[src/rtl/fft8_engine.sv]
`timescale 1ns/1ps
// ---------------------------------------------------------------------------
// fft8_engine
//
// Purpose:
//   8-point radix-2 decimation-in-time FFT, scaled by 1/8 (each butterfly
//   output is halved). Samples are captured in bit-reversed order into a
//   small complex register RAM, transformed in place at one butterfly per
//   clock (3 stages x 4 butterflies), then streamed out as bins 0..7.
//
// Ports:
//   clk        system clock, rising edge
//   rst_n      synchronous active-low reset
//   start      one-cycle request; honoured only when idle
//   x0..x7     16-bit offset-binary samples, x0 is sample n=0
//   busy       high while transforming or streaming bins
//   out_valid  a bin is present on out_re/out_im/out_index
//   out_index  bin number k of the current output
//   out_re     signed real part of bin k (zero when out_valid is low)
//   out_im     signed imaginary part of bin k (zero when out_valid is low)
//   done       one-cycle pulse alongside the k=7 bin
//
// Timing (start sampled at edge T):
//   T+1..T+12  butterflies; T+13..T+20 bins k=0..7; idle again after T+20.
// ---------------------------------------------------------------------------
module fft8_engine (
    input  logic        clk,
    input  logic        rst_n,
    input  logic        start,
    input  logic [15:0] x0,
    input  logic [15:0] x1,
    input  logic [15:0] x2,
    input  logic [15:0] x3,
    input  logic [15:0] x4,
    input  logic [15:0] x5,
    input  logic [15:0] x6,
    input  logic [15:0] x7,
    output logic        busy,
    output logic        out_valid,
    output logic [2:0]  out_index,
    output logic [15:0] out_re,
    output logic [15:0] out_im,
    output logic        done
);

    typedef enum logic [1:0] {
        IDLE = 2'd0,
        BFLY = 2'd1,
        OUT  = 2'd2
    } state_t;

    state_t      state_q, state_d;
    logic [3:0]  step_q, step_d;        // butterfly number in BFLY, bin number in OUT
    logic        out_valid_q, out_valid_d;
    logic        done_q, done_d;
    logic [2:0]  out_index_q, out_index_d;
    logic [15:0] out_re_q, out_re_d;
    logic [15:0] out_im_q, out_im_d;

    // Complex working store, updated in place by the butterflies
    logic signed [15:0] mem_re_q [8];
    logic signed [15:0] mem_im_q [8];

    // Input samples converted from offset binary to two's complement
    logic [15:0]        x_raw    [8];
    logic signed [15:0] sample_s [8];

    assign x_raw = '{x0, x1, x2, x3, x4, x5, x6, x7};

    generate
        for (genvar gi = 0; gi < 8; gi++) begin : g_conv
            assign sample_s[gi] = {~x_raw[gi][15], x_raw[gi][14:0]};
        end
    endgenerate

    function automatic logic [2:0] bitrev3(input logic [2:0] v);
        return {v[0], v[1], v[2]};
    endfunction

    logic capture_en;
    logic bfly_en;

    assign capture_en = rst_n && (state_q == IDLE) && start;
    assign bfly_en    = rst_n && (state_q == BFLY);

    // -----------------------------------------------------------------------
    // Butterfly addressing: step_q[3:2] is the stage, step_q[1:0] the
    // butterfly within it. Spans are 1, 2, 4; twiddle exponent is the
    // position inside the group scaled to the W8 grid.
    // -----------------------------------------------------------------------
    logic [2:0] top_idx;
    logic [2:0] bot_idx;
    logic [1:0] tw_sel;

    always_comb begin
        top_idx = 3'd0;
        bot_idx = 3'd1;
        tw_sel  = 2'd0;
        case (step_q[3:2])
            2'd0: begin
                top_idx = {step_q[1:0], 1'b0};
                bot_idx = top_idx | 3'd1;
                tw_sel  = 2'd0;
            end
            2'd1: begin
                top_idx = {step_q[1], 1'b0, step_q[0]};
                bot_idx = top_idx | 3'd2;
                tw_sel  = {step_q[0], 1'b0};
            end
            default: begin
                top_idx = {1'b0, step_q[1:0]};
                bot_idx = top_idx | 3'd4;
                tw_sel  = step_q[1:0];
            end
        endcase
    end

    // Twiddle ROM, Q1.14
    logic signed [15:0] w_re;
    logic signed [15:0] w_im;

    always_comb begin
        w_re = 16'sd16384;
        w_im = 16'sd0;
        case (tw_sel)
            2'd0: begin w_re =  16'sd16384; w_im =  16'sd0;     end
            2'd1: begin w_re =  16'sd11585; w_im = -16'sd11585; end
            2'd2: begin w_re =  16'sd0;     w_im = -16'sd16384; end
            default: begin w_re = -16'sd11585; w_im = -16'sd11585; end
        endcase
    end

    // -----------------------------------------------------------------------
    // Butterfly datapath
    // -----------------------------------------------------------------------
    logic signed [15:0] a_re, a_im, b_re, b_im;
    logic signed [31:0] p_rr, p_ii, p_ri, p_ir;
    logic signed [32:0] s_re, s_im;
    logic signed [15:0] t_re, t_im;
    logic signed [16:0] sum_re, sum_im, dif_re, dif_im;
    logic signed [15:0] top_re_new, top_im_new, bot_re_new, bot_im_new;

    assign a_re = mem_re_q[top_idx];
    assign a_im = mem_im_q[top_idx];
    assign b_re = mem_re_q[bot_idx];
    assign b_im = mem_im_q[bot_idx];

    assign p_rr = 32'(w_re) * 32'(b_re);
    assign p_ii = 32'(w_im) * 32'(b_im);
    assign p_ri = 32'(w_re) * 32'(b_im);
    assign p_ir = 32'(w_im) * 32'(b_re);

    assign s_re = 33'(p_rr) - 33'(p_ii);
    assign s_im = 33'(p_ri) + 33'(p_ir);

    // Product rescaled from Q1.14 and truncated back to 16 bits
    assign t_re = 16'(s_re >>> 14);
    assign t_im = 16'(s_im >>> 14);

    assign sum_re = 17'(a_re) + 17'(t_re);
    assign sum_im = 17'(a_im) + 17'(t_im);
    assign dif_re = 17'(a_re) - 17'(t_re);
    assign dif_im = 17'(a_im) - 17'(t_im);

    // Halving every stage gives the overall 1/8 scale and keeps 16 bits
    assign top_re_new = 16'(sum_re >>> 1);
    assign top_im_new = 16'(sum_im >>> 1);
    assign bot_re_new = 16'(dif_re >>> 1);
    assign bot_im_new = 16'(dif_im >>> 1);

    // Working store: no reset, every capture overwrites all eight entries
    always_ff @(posedge clk) begin
        if (capture_en) begin
            for (int i = 0; i < 8; i++) begin
                mem_re_q[bitrev3(3'(i))] <= sample_s[i];
                mem_im_q[bitrev3(3'(i))] <= 16'sd0;
            end
        end else if (bfly_en) begin
            mem_re_q[top_idx] <= top_re_new;
            mem_im_q[top_idx] <= top_im_new;
            mem_re_q[bot_idx] <= bot_re_new;
            mem_im_q[bot_idx] <= bot_im_new;
        end
    end

    // -----------------------------------------------------------------------
    // Control FSM
    // -----------------------------------------------------------------------
    always_comb begin
        state_d     = state_q;
        step_d      = step_q;
        out_valid_d = 1'b0;
        done_d      = 1'b0;
        out_index_d = 3'd0;
        out_re_d    = 16'd0;
        out_im_d    = 16'd0;
        case (state_q)
            IDLE: begin
                if (start) begin
                    state_d = BFLY;
                    step_d  = 4'd0;
                end
            end
            BFLY: begin
                if (step_q == 4'd11) begin
                    state_d = OUT;
                    step_d  = 4'd0;
                end else begin
                    step_d = step_q + 4'd1;
                end
            end
            OUT: begin
                out_valid_d = 1'b1;
                out_index_d = step_q[2:0];
                out_re_d    = mem_re_q[step_q[2:0]];
                out_im_d    = mem_im_q[step_q[2:0]];
                if (step_q[2:0] == 3'd7) begin
                    done_d  = 1'b1;
                    state_d = IDLE;
                    step_d  = 4'd0;
                end else begin
                    step_d = step_q + 4'd1;
                end
            end
            default: begin
                state_d = IDLE;
                step_d  = 4'd0;
            end
        endcase
    end

    always_ff @(posedge clk) begin
        if (!rst_n) begin
            state_q     <= IDLE;
            step_q      <= 4'd0;
            out_valid_q <= 1'b0;
            done_q      <= 1'b0;
            out_index_q <= 3'd0;
            out_re_q    <= 16'd0;
            out_im_q    <= 16'd0;
        end else begin
            state_q     <= state_d;
            step_q      <= step_d;
            out_valid_q <= out_valid_d;
            done_q      <= done_d;
            out_index_q <= out_index_d;
            out_re_q    <= out_re_d;
            out_im_q    <= out_im_d;
        end
    end

    assign busy      = (state_q != IDLE);
    assign out_valid = out_valid_q;
    assign done      = done_q;
    assign out_index = out_index_q;
    assign out_re    = out_re_q;
    assign out_im    = out_im_q;

endmodule

[config.mk]
export PLATFORM = sky130hd
export DESIGN_NAME = fft8_engine
export DESIGN_NICKNAME = d
export VERILOG_FILES = /design/src/rtl/fft8_engine.sv
export SDC_FILE = /design/constraint.sdc
export NUM_CORES = 2
export LEC_CHECK = 0
export CORE_AREA = 2 2 332 334
export DETAILED_ROUTE_END_ITERATION = 8
export DIE_AREA = 0 0 334 336
export PLACE_DENSITY = 0.64
export SYNTH_ARGS = -nofsm -noshare
export SYNTH_HDL_FRONTEND = slang
export SYNTH_SLANG_ARGS = --single-unit
export TNS_END_PERCENT = 10
[constraint.sdc]
create_clock -name clk -period 12.9 [get_ports clk]
set_input_delay 3.87 -clock clk [delete_from_list [all_inputs] [get_ports clk]]
set_output_delay 3.87 -clock clk [all_outputs]
set_load 0.02 [all_outputs]
==> metrics.txt <==
outcome complete, but fails checks; failing checks max-capacitance violations, max-slew violations; Pins Over Slew Limit 7; Port Buffer Count around 170; Max-Cap Viols 1; vias in the first global route about 40,000; minimum clock period after layout 12.48 ns; synth unique cells 93; CP max FO 27; Warnings, synthesis 0; Syn Inst Count between 4,000 and 5,000; total grt overflow 0; DRC 0; 1st-pass router iterations 9; Primary FF master, synth edfxtp_1; async set-reset flop share out of synthesis 0%; Post-Route WL between 150,000 and 200,000 µm; Fin. Hold Viols 0; CTS root buf clkbuf_16; worst path arrival time 12.86 ns; worst hold-check path type reg -> reg; EDFF count, synth about 260; r2r startpoint step_q[2]$_SDFFE_PN0P_; mapped cell area between 40,000 and 50,000 µm²; relative slew slack -1.28%; Via density around 5.9; Hold Buf Count CTS 0; most frequent cells in the layout inv_1 (1,195), fa_1 (802), ha_1 (410); Area Growth Syn to Fin 10.9%; pin count of the biggest net entering global routing between 50 and 60; Fill cells between 10,000 and 15,000; Core ar. approximately 110,000 µm²; Worst path slowest cell fa_1; Worst Setup SP step_q[2]$_SDFFE_PN0P_; total CTS buffers 28; Mapped Avg Cell Area 9.72 µm²; Sink Count around 300; most common cell after layout, fill and taps aside inv_1; H-tree depth 1; Wirelength per Cell 26.4 µm; worst hold start state_q[0]$_SDFFE_PN0P_; register area share after synthesis between 10% and 20%; Clock Tree Buf Depth 3; hpwl dp approximately 140,000 µm; FP Rows approximately 120; Starting Density ~45%; die area roughly 110,000 µm²; boundary pin count between 150 and 200; CTS tree yes; FMAX approximately 80 MHz; first-pass GRT wire length 259,000 µm; Worst-Margin Slew 1.51 ns; nets ~6,500; Crit Path Category reg -> reg; Synth Register Bits 299; Placer Congestion a little under 1; Initial DRC Count between 4,000 and 5,000; crit-path most repeated cell inv_1; # diodes 0; initial antenna violation count 1; Critical Path RT 13.28 ns; Setup violations, final 0; via total after detailed routing between 30,000 and 40,000; die width between 300 and 400 µm; CP peak stage delay between 0.6 and 0.7 ns; GRT Total Usage 31.2%; layout cells sized above 1 under 10%; Die Y around 340 µm; Tcrit/Tclk final ~97%; FF-to-FF setup slack 0.42 ns; DRT antenna net count 0; Setup crit end kind flip-flop; crit start category flip-flop; Fin Hold WS 0.561 ns; Worst-path clk slew ~0.080 ns; Clock Skew about 0.020 ns; clock insertion delay at the later pin of the skew report between 0.6 and 0.7 ns
area by class of cell:
class                      count  area (µm²)  share of cell area, %
sequential                   299        8560                   15.9
clock buffer                  33         719                   1.34
inverter                    1201        4510                   8.38
tap                         1414        1770                   3.29
multi-input combinational   3288       34900                   64.9
timing repair buffer         351        3100                   5.77
clock inverter                19         245                  0.456
sequential cells by signal, summed over array words and instances (netlist names):
name       flops
mem_im_q     128
mem_re_q     128
out_im        16
out_re        16
step_q         4
out_index      3
state_q        2
done           1
out_valid      1
synth_stat cells, types with 9 or more instances:
library cell / count / area share [%]
nand4_1: 9 / 0.12
o221ai_1: 83 / 1.5
nand2_1: 331 / 2.6
o21ai_1: 14 / 0.14
a221o_1: 14 / 0.29
inv_1: 1195 / 9.2
o22ai_1: 136 / 1.8
a221oi_1: 42 / 0.76
clkbuf_1: 167 / 1.3
o21bai_1: 24 / 0.37
and2_1: 13 / 0.17
o21ai_0: 126 / 1.3
o22a_1: 12 / 0.22
fa_1: 803 / 33
nand3_1: 102 / 1.1
ha_1: 410 / 11
o21a_1: 19 / 0.29
nor2b_1: 13 / 0.17
o211ai_1: 31 / 0.48
nor2_1: 355 / 2.7
a21oi_1: 160 / 1.7
a211o_1: 11 / 0.20
buf_1: 22 / 0.17
and3_1: 12 / 0.15
edfxtp_1: 256 / 16
nor3_1: 43 / 0.44
a211oi_1: 18 / 0.28
xnor2_1: 133 / 2.4
or2_2: 25 / 0.32
o2111ai_1: 9 / 0.16
nand2b_1: 22 / 0.28
a21o_1: 32 / 0.50
a31oi_1: 9 / 0.12
mux4_2: 64 / 3.0
o221a_2: 9 / 0.21
xor2_1: 34 / 0.61
dfxtp_1: 43 / 1.8
mux2i_1: 45 / 0.93
metal layers:
layer / vias up / part of all wire (%) / GRT usage [%] / wire length (µm)
met2: 2510 / 44 / 48.7 / 76800
li1: 16600 / - / - / -
met5: - / 0.0063 / 0 / 11
met3: 598 / 11 / 6.89 / 19600
met1: 19400 / 38 / 41.0 / 66200
met4: 2 / 6.5 / 15.8 / 11400
logic make-up after synthesis:
logic type                 after synthesis  synth area share, %
buffers and inverters                 1405                 11.0
adders and majority gates             1213                 43.7
and+or+nand+nor                        955                 8.50
AOI/OAI and AO/OA                      828                 12.0
DFF                                    299                 17.6
xor gates and xnor gates               169                 3.08
muxes                                  117                 4.09
other                                    1              0.00773
path summary, 6_finish.rpt:
check,to,cells past startpoint
setup / recovery,mem_re_q[6][13]$_DFFE_PP_,42
hold / removal,state_q[0]$_SDFFE_PN0P_,2
setup reg to reg,mem_re_q[6][13]$_DFFE_PP_,42
hold reg to reg,state_q[0]$_SDFFE_PN0P_,2
through the flow:
stage	setup TNS [ns]	area, µm²	worst slack [ns]	util (%)	instances
finish	0	53800	0.424	49.6	6605
global route	-0.00476	53800	-0.00476	49.6	6605
CTS	0	53700	0.0448	49.5	6601
detailed placement	0	52700	0.0841	48.6	6549
global placement	0	52700	0.0887	48.6	6549
floorplan	0	48500	1.32	-	4990
critical path: cells and delay by family (launching register included):
kind	cells	cell delay, ns
AO/OA/AOI/OAI	13	3.52
XOR/XNOR	1	0.28
adder cells (fa/ha/maj)	10	4.61
buffers and inverters	10	1.49
flip-flops	1	0.48
AND/OR/NAND/NOR	8	1.82
timing repair:
| item | 4_1_cts | 5_1_grt |
|---|---|---|
| buffers inserted | 0 | 2 |
| resized for setup | 0 | 19 |
| endpoints found under the setup margin | 0 | 118 |
| endpoints found under the hold margin | 0 | 0 |
Power is not shown: default switching activity piles up to over one toggle a cycle in this logic, so the estimate is an artifact.
